--- src/rtl/zero_indices_multi.sv ---
// Enumerates target-bit positions (zeros or ones) of a loaded vector, up to N per beat, lowest first.
// Latency 1 from load to first beat; beats hold stable under resp_ready backpressure; flush abandons.
module zero_indices_multi #(
    parameter int W  = 32,
    parameter int N  = 2,
    parameter int IW = $clog2(W),
    parameter int CW = $clog2(W + 1)
) (
    input  logic            clk,
    input  logic            rst,
    input  logic [W-1:0]    in_vector,
    input  logic            in_polarity,
    input  logic            in_valid,
    output logic            in_ready,
    input  logic            flush,
    output logic            resp_valid,
    input  logic            resp_ready,
    output logic [N-1:0]    resp_lane_valid,
    output logic [N*IW-1:0] resp_index,
    output logic            resp_last,
    output logic [CW-1:0]   resp_count,
    output logic            done_r,
    output logic            busy_r
);

    logic [W-1:0]  pend;
    logic [W-1:0]  load_mask;
    logic [W-1:0]  rem;
    logic [W-1:0]  emit;
    logic [CW-1:0] lane_cnt;
    logic          found;
    logic [IW-1:0] pos;
    logic          load;
    logic          xfer;

    assign in_ready  = ~busy_r;
    assign load      = in_valid & in_ready;
    assign load_mask = in_polarity ? in_vector : ~in_vector;
    assign resp_valid = busy_r & (pend != '0);

    // Peel the lowest remaining set bit once per lane; what is left over tells us
    // whether this beat drains the mask, i.e. popcount(pend) <= N.
    always_comb begin
        rem             = pend;
        emit            = '0;
        lane_cnt        = '0;
        found           = 1'b0;
        pos             = '0;
        resp_lane_valid = '0;
        resp_index      = '0;
        for (int i = 0; i < N; i++) begin
            found = 1'b0;
            pos   = '0;
            for (int b = 0; b < W; b++) begin
                if (!found && rem[b]) begin
                    found   = 1'b1;
                    pos     = IW'(b);
                    rem[b]  = 1'b0;
                    emit[b] = 1'b1;
                end
            end
            if (found && busy_r) begin
                resp_lane_valid[i]        = 1'b1;
                resp_index[i*IW +: IW]    = pos;
                lane_cnt                  = lane_cnt + CW'(1);
            end
        end
    end

    assign resp_last = resp_valid & (rem == '0);
    assign xfer      = resp_valid & resp_ready;

    always_ff @(posedge clk) begin
        if (rst) begin
            pend       <= '0;
            busy_r     <= 1'b0;
            done_r     <= 1'b0;
            resp_count <= '0;
        end else begin
            done_r <= 1'b0;
            if (flush && busy_r) begin
                // Any beat offered this cycle is dropped and not counted.
                pend   <= '0;
                busy_r <= 1'b0;
            end else if (load) begin
                pend       <= load_mask;
                resp_count <= '0;
                if (load_mask != '0) begin
                    busy_r <= 1'b1;
                end else begin
                    done_r <= 1'b1;
                end
            end else if (xfer) begin
                pend       <= pend & ~emit;
                resp_count <= resp_count + lane_cnt;
                if (resp_last) begin
                    busy_r <= 1'b0;
                    done_r <= 1'b1;
                end
            end
        end
    end

endmodule

--- config.mk ---
export PLATFORM = sky130hd
export DESIGN_NAME = zero_indices_multi
export DESIGN_NICKNAME = d
export VERILOG_FILES = /design/src/rtl/zero_indices_multi.sv
export SDC_FILE = /design/constraint.sdc
export NUM_CORES = 1
export LEC_CHECK = 0
export BUFFER_PORTS_ARGS = -buffer_cell sky130_fd_sc_hd__buf_2
export CORE_MARGIN = 5
export CORE_UTILIZATION = 30
export CTS_BUF_LIST = sky130_fd_sc_hd__clkbuf_8
export CTS_CLUSTER_DIAMETER = 120
export DETAILED_ROUTE_END_ITERATION = 6
export PLACE_DENSITY = 0.55
export SLEW_MARGIN = 40
export SYNTH_ARGS = -nofsm -noshare
export SYNTH_HDL_FRONTEND = slang
export SYNTH_SLANG_ARGS = --single-unit
--- constraint.sdc ---
create_clock -name clk -period 4.1 [get_ports clk]
set_clock_uncertainty 0.15 [all_clocks]
set_input_delay 0.82 -clock clk [delete_from_list [all_inputs] [get_ports clk]]
set_output_delay 0.82 -clock clk [all_outputs]
set_load 0.05 [all_outputs]
Yosys cells after proc, flatten, opt, wreduce, memory -nomap -nowiden
Index checks and enable logic that the tools add are counted.
Cells by class
  reduce and logical (&&, ||, !) cells: 133
  mux-type cells: 267
  equality and inequality tests: 1
  bitwise gates (word level): 9
  add/sub/neg operators: 2
Operators with widths (count)
  5-bit two-way mux: 62
  1-bit two-way mux: 199
  32-bit two-way mux: 3
  1-bit logical AND: 64
  32-bit NOT: 2
  32-bit nonzero test: 2
  1-bit logical NOT: 61
  32-bit AND: 1
  32-bit logical NOT: 1
  6-bit two-way mux: 3
  6-bit by 1-bit adder with 6-bit output, second input constant: 1
  6-bit adder: 1
  1-bit AND: 4
  2-bit nonzero test: 2
  3-bit AND reduction: 1
  2-bit by 1-bit inequality test with 1-bit output, second input constant: 1
  1-bit NOT: 2
  2-bit AND reduction: 1
  2-bit OR reduction: 1
Storage, ports and cells
  bits in registers: 40
  input bits: 38
  output and inout port bits: 23
  word-level logic and storage cells: 416

Logic depth before layout (Yosys ltp)
  word-level depth: 101
  depth in mapped cells: 18
  mapped depth without buffers: 14

Least setup slack after synthesis
OpenSTA, ideal clock, no wires.
  path kind: register to output
  start point: reg pend[6]
  end point: out resp_index[9]
  data required time: 3.130 ns
  cell stages (with the launch flop): 11
  path buffers: 3
  arrival: 3.860 ns
  path slack: -0.730 ns
  cell sequence: dfxtp_1 buf_2 or4_4 buf_6 or4_1 clkbuf_1 a211oi_1 o211ai_2 or2_1 or4_1 a31oi_1
On the way
  cells in the longest elaborated chain, start to end: 81
  elaborated cells between the ends (all ways): 207
RTL lines
  start, declared: RTL line 26  | logic [W-1:0] pend;
  start signal, assigned: RTL line 86  | pend <= load_mask;
  start signal, assigned: RTL line 94  | pend <= pend & ~emit;
  1-bit logical AND: RTL line 55  | if (!found && rem[b]) begin
  1-bit two-way mux: RTL line 55
  1-bit logical AND or 1-bit logical NOT (tied branches): RTL line 55
  1-bit two-way mux or 1-bit logical AND (tied branches): RTL line 55
  1-bit logical NOT or 1-bit two-way mux (tied branches): RTL line 55
  1-bit logical AND or 1-bit logical NOT (tied branches): RTL line 55
  1-bit two-way mux or 1-bit logical AND (tied branches): RTL line 55
  1-bit logical NOT or 1-bit two-way mux (tied branches): RTL line 55
  [65 not listed]
  1-bit logical NOT or 1-bit two-way mux (tied branches): RTL line 55
  1-bit logical AND or 1-bit logical NOT (tied branches): RTL line 55
  1-bit two-way mux or 1-bit logical AND (tied branches): RTL line 55
  1-bit logical NOT or 1-bit two-way mux (tied branches): RTL line 55
  1-bit logical AND: RTL line 55
  1-bit two-way mux: RTL line 55
  1-bit logical AND: RTL line 62  | if (found && busy_r) begin
  5-bit two-way mux *: RTL line 62
  end, declared: RTL line 19  | output logic [N*IW-1:0] resp_index,
Every way passes the cells marked *; elsewhere a longest branch is shown, timed or not.

Worst setup path in the final report
  start point: reg pend[0]
  end point: out resp_last
On the way
  cells in the longest elaborated chain, start to end: 98
  elaborated cells between the ends (all ways): 248
RTL lines
  1-bit two-way mux: RTL line 55
  1-bit logical NOT: RTL line 55
  1-bit logical AND: RTL line 55
  1-bit two-way mux: RTL line 55
  1-bit logical NOT: RTL line 55
  1-bit logical AND: RTL line 55
  1-bit two-way mux: RTL line 55
  1-bit logical NOT or 1-bit logical AND (tied branches): RTL line 55
  [82 not listed]
  1-bit two-way mux or 1-bit logical NOT (tied branches): RTL line 55
  1-bit logical NOT or 1-bit logical AND (tied branches): RTL line 55
  1-bit logical AND or 1-bit two-way mux (tied branches): RTL line 55
  1-bit two-way mux or 1-bit logical NOT (tied branches): RTL line 55
  1-bit logical AND: RTL line 55
  1-bit two-way mux: RTL line 55
  32-bit logical NOT: RTL line 70  | assign resp_last = resp_valid & (rem == '0);
  1-bit AND *: RTL line 70
  end, declared: RTL line 20  | output logic resp_last,
Marks and branches as above.

==> summary.txt <==
Clock network
  – Worst-path clk slew: 90 ps
  – CTS Buf Count: 5
  – Root Buffer: clkbuf_8
  – TritonCTS clock tree: yes
  – TritonCTS Sinks: 40
  – Clock Tree Buf Depth: 2
  – Worst skew pair latency: 310 ps
  – H-tree depth: 2

GRT
  – Largest net degree at the start of global routing: 32
  – First-pass GRT wire length: 29700 um
  – Gr ovfl total: 0
  – Vias in the first global route: 5356
  – GRT Total Usage: 20.8%
  – Initial antenna violation count: 0

Timing
  – Final setup violation count: 13
  – Worst-Margin Slew: 682 ps
  – Worst setup margin: -465 ps
  – Hold Vio Cnt, Final: 0
  – Max Clk Rate: 219 MHz
  – Unrepaired setup endpoints after global routing: true
  – Count of final max-slew check failures: 0
  – Period utilization: 111%
  – Slew headroom: 54.5%
  – Crit path time final: 4560 ps

Setup path
  – CP Launch Type: flop
  – Kind of critical path: reg2out
  – Worst path required time: 3130 ps
  – WP data arrival: 3590 ps
  – Crit-path max cell delay: 620 ps
  – CP Max Fanout: 5
  – CP max-delay cell: or4_4
  – Worst Setup End Kind: output port
  – Worst path most repeated cell: or4_4
  – Crit path cell chain: or4_4, or4_4, or2_1, maj3_2, o41ai_1, o2111ai_1, nor4_2, buf_4, nor2b_4, buf_6

Pwr
  – Power per Cell Area: 378 mW/mm2
  – Pleak: 2.40 nW
  – Peak supply drop: 0.369 mV
  – Final Power: 2.37 mW

Synthesis
  – Largest family of logic cells by synthesized area: simple AND/OR/NAND/NOR gates
  – Avg Inst Size Synth: 6.76 um2
  – Adder-Cell Fraction of Synth Area: 4.21%
  – Cells after synthesis: 673
  – Asr flop ratio synth: 0%
  – Post-synthesis mux area share: 0.440%
  – Synth Warn #: 0
  – Post-Synth XOR/XNOR Area: 6.35%
  – Ys flop type: dfxtp_1
  – Simple-Gate Fraction of Synth Area: 32.1%
  – Register area share after synthesis: 17.6%
  – Synth Area in Compound Gates: 31.8%
  – Netlist Area Pre-Place: 0.00455 mm2
  – Yosys cell types: 73
  – Post-synth EDFFs: 0
  – Flops & latches, synth: 40
  – Syn nets: 715

Cells and area
  – Nets: 836
  – Area growth from synthesis to layout: 38.0%
  – Layout cells sized above 1: 31.6%
  – Multi-input gate area: 0.00376 mm2
  – Final instance area: 0.00628 mm2
  – Final Non-Filler Cells: 983
  – Seq. cell area: 802 um2
  – Layout fillers: 1531
  – Ant. Diodes: 0

Place
  – Placed cell area: 0.00580 mm2
  – PortBufs: 60
  – Routability congestion estimate from global placement: 0.963
  – Detailed Place HPWL: 14800 um
  – Placed instance count: 964

Drt
  – DR WL/cell: 19.3 um
  – Antenna Nets Post-Route: 0
  – Initial DRC Count: 404
  – Vias/cell: 5.76
  – DRC: 0
  – 1st-pass router iterations: 7
  – Post-Route WL: 19000 um
  – Via total after detailed routing: 5666

Floorplan
  – Die H: 133 um
  – Starting Density: 30.3%
  – Core area: 0.0150 mm2
  – Number of core rows: 45
  – Die area: 0.0177 mm2
  – Die width: 133 um
  – # IOs: 61

Hold path
  – Worst hold path type: reg2reg

Job
  – Max_cap viols: 0

Outcome
  – Status: finished, violations left
  – Failing checks: setup timing
[kinds of logic (layout without fill, tap and decap cells)]
family                     Yosys count  after routing
AOI/OAI and AO/OA                  220            220
xor gates and xnor gates            33             33
adders and majority gates           17             17
buffers and inverters               79            201
DFF                                 40             40
muxes                                2              2
and+or+nand+nor                    282            282
[critical path, delay by kind of cell (launching register included)]
| kind | cells | cell delay [ps] |
|---|---|---|
| AND/OR/NAND/NOR | 5 | 1780 |
| AO/OA/AOI/OAI | 2 | 540 |
| buffers and inverters | 2 | 330 |
| flip-flops | 1 | 320 |
| adder cells (fa/ha/maj) | 1 | 320 |
[timing repair]
item	CTS	global route
hold buffers	0	0
buffers inserted	10	2
hold endpoints to repair	0	0
pin swaps	16	9
gates resized for setup	48	9
setup endpoints to repair	10	14
[synthesized netlist by cell type (10+ instances only)]
master	count	area share, %
nand4_1	13	1.8
nor2b_1	11	1.5
or4_1	10	1.6
clkbuf_1	49	4.0
o211ai_1	14	2.3
a22oi_1	10	1.6
nor3_1	26	2.9
dfxtp_1	40	18
a211oi_1	11	1.8
nand2_1	60	4.9
nor2_1	63	5.2
nor4_1	17	2.3
inv_1	17	1.4
nand3_1	30	3.3
o21ai_0	43	4.7
xnor2_1	25	4.8
a21oi_1	66	7.3
nand2b_1	10	1.4
maj3_1	10	2.2
a31oi_1	17	2.3
[stage by stage]
stage	hold slack [ps]	setup TNS, ps	utilization [%]	worst slack [ps]
after floorplan	380	-1230	-	-216
after global placement	358	-762	38.6	-184
after detailed placement	359	-786	38.6	-213
after CTS	371	-2470	41.5	-447
after global routing	404	-4050	41.8	-557
final	367	-2730	41.8	-465
[final cells by class]
cell class / instances / share of cell area [%]
Timing Repair Buffer: 176 / 20.0
Clock buffer: 5 / 1.10
Tap cell: 188 / 3.75
Sequential cell: 40 / 12.8
Inverter: 17 / 1.06
Multi-Input combinational cell: 554 / 59.9
Clock inverter: 3 / 1.43
[worst paths after layout]
kind,startpoint,to,slack [ps],cells after the start
max reg2reg,pend[0],resp_count[1],-90,14
max,pend[0],resp_last,-460,10
min reg2reg,pend[21],pend[21],370,2
min,pend[21],pend[21],370,2
[power breakdown]
| part | switching, mW | internal, mW | leakage (nW) | total, mW |
|---|---|---|---|---|
| Clock | 0.156 | 0.305 | 0.0784 | 0.461 |
| Combinational | 0.863 | 0.604 | 2.00 | 1.47 |
| Sequential | 0.0283 | 0.416 | 0.328 | 0.444 |
| Total | 1.05 | 1.32 | 2.40 | 2.37 |
[layer usage]
layer  share of wire, %  wire length [um]  vias to the layer above  track usage, %
li1                   -                 -                     2752               -
met1                 44              8430                     2686            28.2
met2                 46              8750                      197            33.8
met3                5.6              1070                       31            2.64
met4                3.9               735                        0            8.11
met5                  0                 0                        -               0
[placed cells by master, fill, tap and decap left out, types with 6 or more instances in the layout]
cell,n
nor3_1,24
buf_2,51
a22oi_1,10
buf_4,110
nand3_1,29
or4_1,6
a21oi_1,61
a31oi_1,13
inv_1,16
o21ai_0,36
o211ai_1,14
nor4_1,13
maj3_1,10
xor2_1,8
nand2_1,60
or2_2,6
and2_1,7
nor2_1,62
nand2b_1,9
or4_4,6
xnor2_1,25
dfxtp_1,39
nand4_1,13
buf_6,14
a211oi_1,8
a21o_1,6
nor2b_1,8
[registers in the layout (all words and copies together), names as in the netlist]
signal,flops
pend,32
resp_count,6
busy_r,1
done_r,1
(Power assumes the default switching activity.)
